`src/rtl/kuuga_trace_pkg.sv`:
```
// Shared types and helpers for the latency tracing blocks.
// Timestamp width default and an elaboration-time log2 for occupancy counters.
package kuuga_trace_pkg;

    localparam int DEFAULT_TS_WIDTH = 16;

    typedef logic [DEFAULT_TS_WIDTH-1:0] ts_t;

    function automatic int clog2(input int value);
        int res;
        res = 0;
        for (int i = 0; i < 31; i++) begin
            if ((1 << i) < value) begin
                res = i + 1;
            end
        end
        return res;
    endfunction

endpackage

```
`src/rtl/ts_fifo.sv`:
```
// In-order timestamp FIFO; dout is the head, combinational from storage, count registered.
// No backpressure: a push into a full FIFO is taken only when a pop frees the slot that cycle.
module ts_fifo
    import kuuga_trace_pkg::*;
#(
    parameter  int W     = DEFAULT_TS_WIDTH,
    parameter  int DEPTH = 4,
    localparam int AW    = clog2(DEPTH)
) (
    input  logic          clk,
    input  logic          rst_n,
    input  logic          push,
    input  logic          pop,
    input  logic [W-1:0]  din,
    output logic [W-1:0]  dout,
    output logic          full,
    output logic          empty,
    output logic [AW:0]   count
);

    logic [W-1:0] mem_q [DEPTH];
    logic [AW:0]  wr_ptr_q, wr_ptr_d;
    logic [AW:0]  rd_ptr_q, rd_ptr_d;
    logic         do_push, do_pop;

    // The extra wrap bit tells full from empty when the index bits are equal.
    assign empty = (wr_ptr_q == rd_ptr_q);
    assign full  = (wr_ptr_q[AW] != rd_ptr_q[AW]) &&
                   (wr_ptr_q[AW-1:0] == rd_ptr_q[AW-1:0]);
    assign count = wr_ptr_q - rd_ptr_q;
    assign dout  = mem_q[rd_ptr_q[AW-1:0]];

    always_comb begin
        do_pop   = pop & ~empty;
        do_push  = push & (~full | do_pop);
        wr_ptr_d = wr_ptr_q + {{AW{1'b0}}, do_push};
        rd_ptr_d = rd_ptr_q + {{AW{1'b0}}, do_pop};
    end

    always_ff @(posedge clk or negedge rst_n) begin
        if (!rst_n) begin
            wr_ptr_q <= '0;
            rd_ptr_q <= '0;
        end else begin
            wr_ptr_q <= wr_ptr_d;
            rd_ptr_q <= rd_ptr_d;
        end
    end

    always_ff @(posedge clk) begin
        if (do_push) begin
            mem_q[wr_ptr_q[AW-1:0]] <= din;
        end
    end

endmodule

```
`src/rtl/delay_latency_monitor.sv`:
```
// Pairs start/end pulses in order and reports end-minus-start cycles, running max and sticky errors.
// Result appears one cycle after end_evt; no backpressure, excess starts are dropped and flagged.
module delay_latency_monitor
    import kuuga_trace_pkg::*;
#(
    parameter  int COUNTER_WIDTH   = DEFAULT_TS_WIDTH,
    parameter  int MAX_OUTSTANDING = 4,
    localparam int OW              = clog2(MAX_OUTSTANDING) + 1
) (
    input  logic                     clk,
    input  logic                     rst_n,
    input  logic                     start_evt,
    input  logic                     end_evt,
    input  logic                     clear,
    output logic                     latency_valid,
    output logic [COUNTER_WIDTH-1:0] latency_value,
    output logic [COUNTER_WIDTH-1:0] max_latency,
    output logic [OW-1:0]            outstanding,
    output logic                     overflow_err,
    output logic                     underflow_err
);

    localparam int CW = COUNTER_WIDTH;

    logic [CW-1:0] ts_q, ts_d;
    logic          lat_vld_q, lat_vld_d;
    logic [CW-1:0] lat_val_q, lat_val_d;
    logic [CW-1:0] max_q, max_d;
    logic          ovf_q, ovf_d;
    logic          unf_q, unf_d;

    logic          fifo_push, fifo_pop, fifo_full, fifo_empty;
    logic [CW-1:0] fifo_head;
    logic          pair_direct;

    ts_fifo #(
        .W     (CW),
        .DEPTH (MAX_OUTSTANDING)
    ) u_ts_fifo (
        .clk   (clk),
        .rst_n (rst_n),
        .push  (fifo_push),
        .pop   (fifo_pop),
        .din   (ts_q),
        .dout  (fifo_head),
        .full  (fifo_full),
        .empty (fifo_empty),
        .count (outstanding)
    );

    always_comb begin
        ts_d        = ts_q + CW'(1);
        pair_direct = start_evt & end_evt & fifo_empty;
        fifo_pop    = end_evt & ~fifo_empty;
        fifo_push   = start_evt & ~pair_direct & (~fifo_full | fifo_pop);

        lat_vld_d = fifo_pop | pair_direct;
        lat_val_d = lat_val_q;
        if (fifo_pop) begin
            lat_val_d = ts_q - fifo_head;
        end else if (pair_direct) begin
            lat_val_d = '0;
        end

        // clear restarts the maximum from whatever result lands alongside it.
        max_d = max_q;
        if (clear) begin
            max_d = lat_vld_d ? lat_val_d : '0;
        end else if (lat_vld_d && (lat_val_d > max_q)) begin
            max_d = lat_val_d;
        end

        // A fresh error outranks clear so no event is ever lost.
        ovf_d = (ovf_q & ~clear) | (start_evt & fifo_full & ~fifo_pop);
        unf_d = (unf_q & ~clear) | (end_evt & fifo_empty & ~start_evt);
    end

    always_ff @(posedge clk or negedge rst_n) begin
        if (!rst_n) begin
            ts_q      <= '0;
            lat_vld_q <= 1'b0;
            lat_val_q <= '0;
            max_q     <= '0;
            ovf_q     <= 1'b0;
            unf_q     <= 1'b0;
        end else begin
            ts_q      <= ts_d;
            lat_vld_q <= lat_vld_d;
            lat_val_q <= lat_val_d;
            max_q     <= max_d;
            ovf_q     <= ovf_d;
            unf_q     <= unf_d;
        end
    end

    assign latency_valid = lat_vld_q;
    assign latency_value = lat_val_q;
    assign max_latency   = max_q;
    assign overflow_err  = ovf_q;
    assign underflow_err = unf_q;

endmodule

```
`config.mk`:
```
export PLATFORM = sky130hd
export DESIGN_NAME = delay_latency_monitor
export DESIGN_NICKNAME = d
export VERILOG_FILES = /design/src/rtl/kuuga_trace_pkg.sv /design/src/rtl/ts_fifo.sv /design/src/rtl/delay_latency_monitor.sv
export SDC_FILE = /design/constraint.sdc
export NUM_CORES = 1
export LEC_CHECK = 0
export CAP_MARGIN = 5
export CELL_PAD_IN_SITES_DETAIL_PLACEMENT = 1
export CELL_PAD_IN_SITES_GLOBAL_PLACEMENT = 1
export CORE_ASPECT_RATIO = 1.75
export CORE_MARGIN = 2
export CORE_UTILIZATION = 45
export DETAILED_ROUTE_END_ITERATION = 7
export DONT_BUFFER_PORTS = 1
export MAX_ROUTING_LAYER = met4
export PLACE_DENSITY = 0.76
export SLEW_MARGIN = 20
export SYNTH_ARGS = -nofsm -noshare
export SYNTH_HDL_FRONTEND = slang
export SYNTH_SLANG_ARGS = --single-unit
```
`constraint.sdc`:
```
create_clock -name clk -period 4.5 [get_ports clk]
set_input_delay 1.125 -clock clk [delete_from_list [all_inputs] [get_ports clk]]
set_output_delay 1.125 -clock clk [all_outputs]
set_load 0.01 [all_outputs]
```
After elaboration in Yosys (flattened, before gate mapping)
Memory sizes are Yosys's and may differ from the RTL's.
Index checks and enable logic that the tools add are counted.
{"block": "totals", "ram_bits": 64, "n_memories": 1, "reg_bits": 57, "output_inout_bits": 38}
{"name": "u_ts_fifo.mem_q", "words": 4, "width": 16, "rd": 1, "rd_clocked_by_memory_dff": 0, "write_ports": 1, "line": "ts_fifo.sv:21", "text": "logic [W-1:0] mem_q [DEPTH];"}
{"block": "op_classes", "reduce_logical": 3, "order_cmp": 1, "mux": 7, "n_addsub": 5, "n_eq_ne": 3, "bitwise_logic": 24}
{"op": "16-bit 2-to-1 mux", "n": 5}
{"op": "16-bit by 1-bit adder with 16-bit output, second input constant", "n": 1}
{"op": "16-bit greater-than comparator", "n": 1}
{"op": "16-bit subtractor", "n": 1}
{"op": "1-bit bitwise AND", "n": 13}
{"op": "3-bit by 1-bit adder with 3-bit output", "n": 2}
{"op": "1-bit NOT", "n": 6}
{"op": "1-bit bitwise OR", "n": 5}
{"op": "3-bit equality test", "n": 1}
{"op": "3-bit subtractor", "n": 1}
{"op": "2-bit equality test", "n": 1}
{"op": "1-bit logical AND", "n": 2}
{"op": "1-bit 2-to-1 mux", "n": 2}
{"op": "2-bit nonzero test", "n": 1}
{"op": "1-bit != test", "n": 1}

Depth between registers and ports, before layout
Gate-level depths: netlist (run 1).
{"block": "depth", "word_depth": 8, "ltp_mapped": 20}

Hierarchy
From an unflattened synthesis (run 1), not the netlist that was laid out.
{"block": "unflattened", "cells_unflattened": 458, "hier_area_um2": 6009.5}
{"mod": "delay_latency_monitor", "cells_per_inst": 340, "instances": 1, "area_each_um2": 3278.1, "seq_area_each_um2": 1276.2}
{"mod": "ts_fifo", "cells_per_inst": 118, "instances": 1, "area_each_um2": 2731.4, "seq_area_each_um2": 2072.0}

Least setup slack after synthesis (run 1)
No wires, ideal clock.
{"block": "synth_timing", "kind": "register to register", "startpoint": "reg u_ts_fifo.rd_ptr_q[0]", "endpoint": "reg max_q[10] (netlist: max_latency[10])", "path_stages_with_launch": 20, "setup_slack_ns": -0.394, "arrival_ns": 4.767, "period_less_slack_ns": 4.894, "t_required_ns": 4.373, "path_buffers": 3, "cell_sequence": "dfrtp_1 -> buf_2 -> buf_2 -> mux4_2 -> ha_1 -> fa_1 -> and2b_1 -> o2111ai_1 -> a21boi_0 -> a21oi_1 -> o311a_1 -> nand2_1 -> ha_1 -> nand2_1 -> nor2_1 -> a2111oi_2 -> o21ai_1 -> o32ai_4 -> buf_6 -> mux2_1"}
{"block": "synth_via", "elab_chain_len": 7}
{"item": "start: declaration", "line": "ts_fifo.sv:23", "text": "logic [AW:0] rd_ptr_q, rd_ptr_d;"}
{"item": "start signal: assignment", "line": "ts_fifo.sv:46", "text": "rd_ptr_q <= rd_ptr_d;"}
{"item": "branches (longest 3 deep; another with memory 4 x 16 bit)"}
{"item": "16-bit 2-to-1 mux *", "line": "delay_latency_monitor.sv:59", "text": "if (fifo_pop) begin"}
{"item": "via lat_val_d[14]", "line": "delay_latency_monitor.sv:27", "text": "logic [CW-1:0] lat_val_q, lat_val_d;"}
{"item": "16-bit greater-than comparator *", "line": "delay_latency_monitor.sv:69", "text": "end else if (lat_vld_d && (lat_val_d > max_q)) begin"}
{"item": "1-bit logical AND *", "line": "delay_latency_monitor.sv:69"}
{"item": "2-bit nonzero test (no source line) *"}
{"item": "end signal: assignment", "line": "delay_latency_monitor.sv:90", "text": "max_q <= max_d;"}
{"item": "end: declaration", "line": "delay_latency_monitor.sv:28", "text": "logic [CW-1:0] max_q, max_d;"}
Mark *: on every way through the listed nets, which the timed path passes. The select of a mux whose other input is x is not followed.
A chain may end at the register's enable or synchronous reset.

Final worst setup path (run 1)
{"block": "layout_timing", "startpoint": "reg u_ts_fifo.rd_ptr_q[0]", "endpoint": "reg max_q[0] (netlist: max_latency[0])"}
Same word-level chain as after synthesis.

==> flow_summary.yaml, run 1 <==
detailed_routing:
  drt-wirelength-per-cell_um: 22.8
  totalWireLength_um: 15900
  postRouteAntennaNets: 0
  num_vias: 3875
  drt_pre_antenna_iters: 4
  drt_iter0_markers: 162
  drc: 0
  vias_per_cell: 5.57
clocking:
  cts.sinks: 121
  cts_root_buffer: "clkbuf_16"
  cts_buffers: 17
  clk_latency_ns: 0.42
  cts.hold.buffers_added: 0
  tritoncts: "done"
  clk_pin_slew_worst_paths_ns: 0.06
  clk_path_buf_depth: 2
  cts_max_level: 4
global_route:
  antenna_found_initial: 0
  grt_overflow_total: 0
  grt_pass1_vias: 4290
  grt_start_max_net_pins: 58
  gr-usage-all-layers: 0.219
  grt_pass1_wl_um: 22700
timing:
  final.min_clock_period_ns: 4.72
  max_freq_mhz: 212
  fin_worst_skew_ns: 0.00911
  setup_slack_ns: -0.219
  worstMarginPinSlew_ns: 0.882
  maxSlewViolCount: 0
  setup_violations: 16
  relSlewSlack: 0.412
  rsz0062_at_grt: "yes"
  finalHoldViolations: 0
  finalCritPeriodShare: 1.05
outcome:
  status: "finished, violations left"
  violations: "negative setup slack"
synthesis:
  synth_edf_count: 64
  synth_commonest_cells: "64 x edfxtp_1, 57 x dfrtp_1, 44 x inv_1, 38 x ha_1, 26 x nand2_1"
  yosys-top-cells-area: "edfxtp_1 33%, dfrtp_1 24%, ha_1 8.1%"
  async_reset_ff_frac: 0.471
  syn_inst: 442
  synth_ff_type: "edfxtp_1"
  syn_avg_cell_area_um2: 13.3
  yosysSeqAreaShare: 0.568
  synth_top_area_share: 0.326
  ys_seq_elements: 121
  synth_area_um2: 5900
  synthesis.nets: 487
  synth.largest_area_cell: "edfxtp_1"
  ys_types: 54
  post-synth-top-count-cell: "edfxtp_1"
  yosysWarningCount: 0
setup_path:
  critPathMaxFanout: 7
  path_cells: "buf_6, mux4_2, ha_4, fa_2, and2b_2, o2111ai_4, a21oi_4, buf_4, nor3_1, nor3_2, a21o_1, ha_1, a21o_1, a21oi_1, o21ai_1, o32ai_4, buf_12, mux2_2"
  cp_slowest_cell: "mux4_2"
  cp_num_buf_inv: 3
  worst-endpoint-required_ns: 4.79
  arrival_ns: 5.01
  crit_path_frequent_cell: "a21o_1"
  cp_top_family: "compound AO/OA/AOI/OAI gates"
  critPathLaunchType: "flop"
  critPathCaptureType: "flop"
  path_class: "reg -> reg"
  max_stage_delay_ns: 0.53
power_and_ir_drop:
  p_int_uw: 3810
  pwr-share-clk: 0.223
  switching_share: 0.390
  power.leakage_uw: 0.00325
  ir_drop_v: 0.000300
  seqPwrFrac: 0.275
  p_per_area_nw_per_um2: 839
  combPwrFrac: 0.502
  p_sw_uw: 2430
finish:
  multi_input_area_um2: 2610
  seqCellArea_um2: 3350
  fillCellCount: 1282
  antenna_cells: 0
  syn_to_final_growth_pct: 26.2
  final_layout_size_suffix_gt1_frac: 0.310
  final_net_count: 557
  stdcell_area_um2: 7440
floorplan:
  die_h_um: 155
  initial_core_util: 0.458
  dieWidth_um: 90.5
  die-area_um2: 14100
  num_rows: 55
  top_level_ports: 43
  coreArea_um2: 12900
placement:
  dp_hpwl_um: 10000
  placed_area_um2: 6490
  portBuffers: 0
  place_congestion: 0.911
  pre_cts_ws_ns: -0.156
min_path:
  hold_path_class: "in -> async"
job:
  maxCapViolCount: 0
## worst reg2reg max path, delay by kind of cell, from the launching register on
kind | cells | cell delay [ns]
AOI/OAI and AO/OA | 7 | 1.52
muxes | 2 | 0.88
adders and majority gates | 3 | 0.81
and+or+nand+nor | 3 | 0.54
buffers and inverters | 3 | 0.46
DFF | 1 | 0.41
## power groups by stage
stage          registers, uW  logic [uW]  clock network [uW]
6_report                1720        3130                1390
5_1_grt                 1740        3360                1460
4_1_cts                 1710        2650                1410
3_5_place_dp            1730        2530                   0
3_3_place_gp            1710        2400                   0
2_1_floorplan           1660        1730                   0
## cells by family (layout without fill, tap and decap cells)
| group | count (synthesis) | in the layout | synth area share |
|---|---|---|---|
| DFF | 121 | 121 | 0.568 |
| buffers and inverters | 52 | 135 | 0.0350 |
| AOI/OAI and AO/OA | 75 | 75 | 0.0936 |
| muxes | 36 | 36 | 0.0986 |
| xor gates and xnor gates | 23 | 23 | 0.0354 |
| and+or+nand+nor | 95 | 95 | 0.0823 |
| adders and majority gates | 40 | 40 | 0.0874 |
## area by class of cell
class	count	area share
timing repair buffer	59	0.0668
clock inverter	13	0.0230
tap	171	0.0288
multi-input combinational	269	0.351
clock buffer	19	0.0582
inverter	44	0.0222
sequential	121	0.450
## per-layer routing
metal / vias to the layer above / track usage / part of all wire
met3: 51 / 0.0426 / 0.022
met1: 1979 / 0.209 / 0.35
met4: 0 / 0.122 / 0.056
li1: 1760 / - / -
met2: 85 / 0.407 / 0.57
met5: - / - / 0
## path summary, 6_finish.rpt
kind | depth (start not counted) | from | endpoint | slack [ns]
setup / recovery | 18 | u_ts_fifo.rd_ptr_q[0] | max_latency[0] | -0.22
hold / removal | 0 | rst_n | latency_value[2] | 0.40
setup reg to reg | 18 | u_ts_fifo.rd_ptr_q[0] | max_latency[0] | -0.22
hold reg to reg | 1 | u_ts_fifo.wr_ptr_q[2] | u_ts_fifo.wr_ptr_q[2] | 0.53
max in group asynchronous | 0 | rst_n | latency_value[12] | 4.00
min in group clk | 1 | u_ts_fifo.wr_ptr_q[2] | u_ts_fifo.wr_ptr_q[2] | 0.53
## layout by cell type, fill, tap and decap left out, types with 4 or more instances in the layout
master | netlist | final
a21oi_1 | 21 | 12
dfrtp_1 | 57 | 57
edfxtp_1 | 64 | 64
xor2_1 | 10 | 10
a21o_1 | 18 | 18
nor3_1 | 7 | 5
xnor2_1 | 12 | 12
o21ai_0 | 11 | 4
clkbuf_16 | 0 | 18
and3_1 | 12 | 12
nor2_1 | 14 | 12
ha_1 | 38 | 32
nand4_1 | 8 | 8
clkinv_4 | 0 | 4
nand3_1 | 8 | 8
inv_1 | 44 | 43
o21ai_1 | 1 | 7
nand2_1 | 26 | 24
mux2i_1 | 6 | 5
ha_4 | 0 | 5
mux4_2 | 16 | 16
a21oi_2 | 0 | 7
buf_4 | 0 | 54
nand2b_1 | 9 | 9
mux2_4 | 1 | 11
## stage by stage
stage               setup TNS, ns  utilization  power [uW]  instances  hold WS, ns
floorplan                       0            -        3390        442        0.492
detailed placement          -1.71        0.504        4260        650        0.520
finish                      -3.05        0.578        6240        696        0.403
CTS                        -0.113        0.555        5780        683        0.386
global placement            -1.02        0.504        4110        650        0.507
global route                -6.25        0.578        6560        696        0.385
## registers in the layout, indices dropped and copies added, names as in the netlist
register            flops
latency_value          16
u_ts_fifo.rd_ptr_q      3
u_ts_fifo.wr_ptr_q      3
max_latency            16
underflow_err           1
overflow_err            1
latency_valid           1
u_ts_fifo.mem_q        64
ts_q                   16
## what timing repair did
item,4_1_cts,5_1_grt
gates cloned,0,1
setup endpoints to repair,16,16
pin swaps,5,8
setup buffers,1,13
resized for setup,13,35
Note: power is estimated with default switching activity, not from simulation.
==> run 2, diff against run 1 <==
- CORE_UTILIZATION: 45 -> 47
- PLACE_DENSITY: 0.76 -> 0.79
==> flow_summary.yaml, run 2 (same netlist as run 1, synthesis figures left out) <==
outcome:
  status: "finished, violations left"
  violations: "negative setup slack"
floorplan:
  die-area_um2: 13500
  coreArea_um2: 12400
  top_level_ports: 43
  dieWidth_um: 88.7
  num_rows: 54
  die_h_um: 152
  initial_core_util: 0.477
timing:
  max_freq_mhz: 206
  setup_violations: 16
  finalCritPeriodShare: 1.08
  rsz0062_at_grt: "yes"
  worstMarginPinSlew_ns: 0.939
  finalSetupTns_ns: -5.14
  setup_slack_ns: -0.359
  relSlewSlack: 0.374
  finalHoldViolations: 0
  fin_worst_skew_ns: 0.00974
  final.min_clock_period_ns: 4.86
  maxSlewViolCount: 0
setup_path:
  cp_top_family: "compound AO/OA/AOI/OAI gates"
  critPathCaptureType: "flop"
  cp_slowest_cell: "mux4_2"
  cp_num_buf_inv: 6
  critPathLaunchType: "flop"
  path_cells: "buf_12, buf_12, buf_12, mux4_2, inv_1, ha_1, buf_4, and3_1, a31oi_2, nand4_1, a21oi_2, a21o_1, ha_4, a21oi_4, nor2_2, a2111oi_2, o21ai_1, o32ai_4, buf_6, mux2_4"
  crit_path_frequent_cell: "buf_12"
  path_class: "reg -> reg"
  worst-endpoint-required_ns: 4.80
  critPathMaxFanout: 8
  max_stage_delay_ns: 0.49
  arrival_ns: 5.16
detailed_routing:
  drt_iter0_markers: 254
  totalWireLength_um: 17400
  drc: 0
  drt-wirelength-per-cell_um: 25.5
  drt_pre_antenna_iters: 5
  num_vias: 4036
  vias_per_cell: 5.90
  postRouteAntennaNets: 0
finish:
  finalNonFillerCells: 684
  stdcell_area_um2: 7370
  final_layout_size_suffix_gt1_frac: 0.310
  final_core_util: 0.596
  mostFrequentLayoutCells: "64 x edfxtp_1, 57 x dfrtp_1, 42 x inv_1"
  syn_to_final_growth_pct: 24.9
  final_net_count: 548
  antenna_cells: 0
  largest_reg_flops: 64
  final_common_cell: "edfxtp_1"
clocking:
  cts_buffers: 17
  clk_path_buf_depth: 2
  cts_max_level: 4
  cts.sinks: 121
  tritoncts: "done"
  clk_latency_ns: 0.42
  clk_pin_slew_worst_paths_ns: 0.06
  cts_root_buffer: "clkbuf_16"
power_and_ir_drop:
  switching_share: 0.403
  p_per_area_nw_per_um2: 838
  seqPwrFrac: 0.278
  pwr-share-clk: 0.207
  p_int_uw: 3680
  power.leakage_uw: 0.00320
  power_uw: 6170
  p_sw_uw: 2490
  combPwrFrac: 0.514
  ir_drop_v: 0.000343
placement:
  portBuffers: 0
  dp_cells: 634
  placed_area_um2: 6370
  dp_hpwl_um: 10300
  place_congestion: 0.901
global_route:
  antenna_found_initial: 0
  grt_pass1_wl_um: 25100
  gr-usage-all-layers: 0.266
  grt_start_max_net_pins: 58
  grt_overflow_total: 0
  grt_pass1_vias: 4498
min_path:
  hold_path_class: "in -> async"
job:
  maxCapViolCount: 0
[run 2: final timing paths]
kind	start	end	slack [ns]	cells after the start
min in group clk	u_ts_fifo.rd_ptr_q[2]	u_ts_fifo.rd_ptr_q[2]	0.55	1
max in group asynchronous	rst_n	latency_value[7]	3.99	0
worst min-delay path	rst_n	ts_q[0]	0.40	0
worst max register to register	u_ts_fifo.rd_ptr_q[0]	max_latency[2]	-0.36	20
worst max-delay path	u_ts_fifo.rd_ptr_q[0]	max_latency[2]	-0.36	20
worst min register to register	u_ts_fifo.rd_ptr_q[2]	u_ts_fifo.rd_ptr_q[2]	0.55	1
[run 2: metal layers]
layer  track usage  part of all wire
met3        0.0607             0.037
met5             -                 0
met4         0.167             0.049
met1         0.261              0.35
met2         0.453              0.56
[run 2: per-stage QoR]
step,worst slack (ns),hold slack (ns)
floorplan,0.0245,0.492
global placement,-0.218,0.518
global route,-0.425,0.373
CTS,-0.0672,0.375
finish,-0.359,0.396
detailed placement,-0.308,0.551
[run 2: layout make-up]
class	count	area, um2
clock buffer	18	429
timing repair buffer	50	435
tap	168	210
sequential	121	3350
inverter	44	165
clock inverter	14	124
multi-input combinational	269	2660
fill	1208	5000
[run 2: power by group through the flow]
stage	logic [uW]	clock network (uW)	registers, uW
after global routing	3390	1340	1750
after global placement	2280	0	1710
after CTS	2780	1300	1710
final	3170	1280	1720
after floorplan	1730	0	1660
after detailed placement	2430	0	1730
[run 2: timing repair]
item / 4_1_cts / 5_1_grt
pin swaps: 12 / 15
hold buffers: 0 / 0
resized for setup: 37 / 20
endpoints found under the setup margin: 16 / 16
setup buffers: 12 / 6
gates cloned: 0 / 0
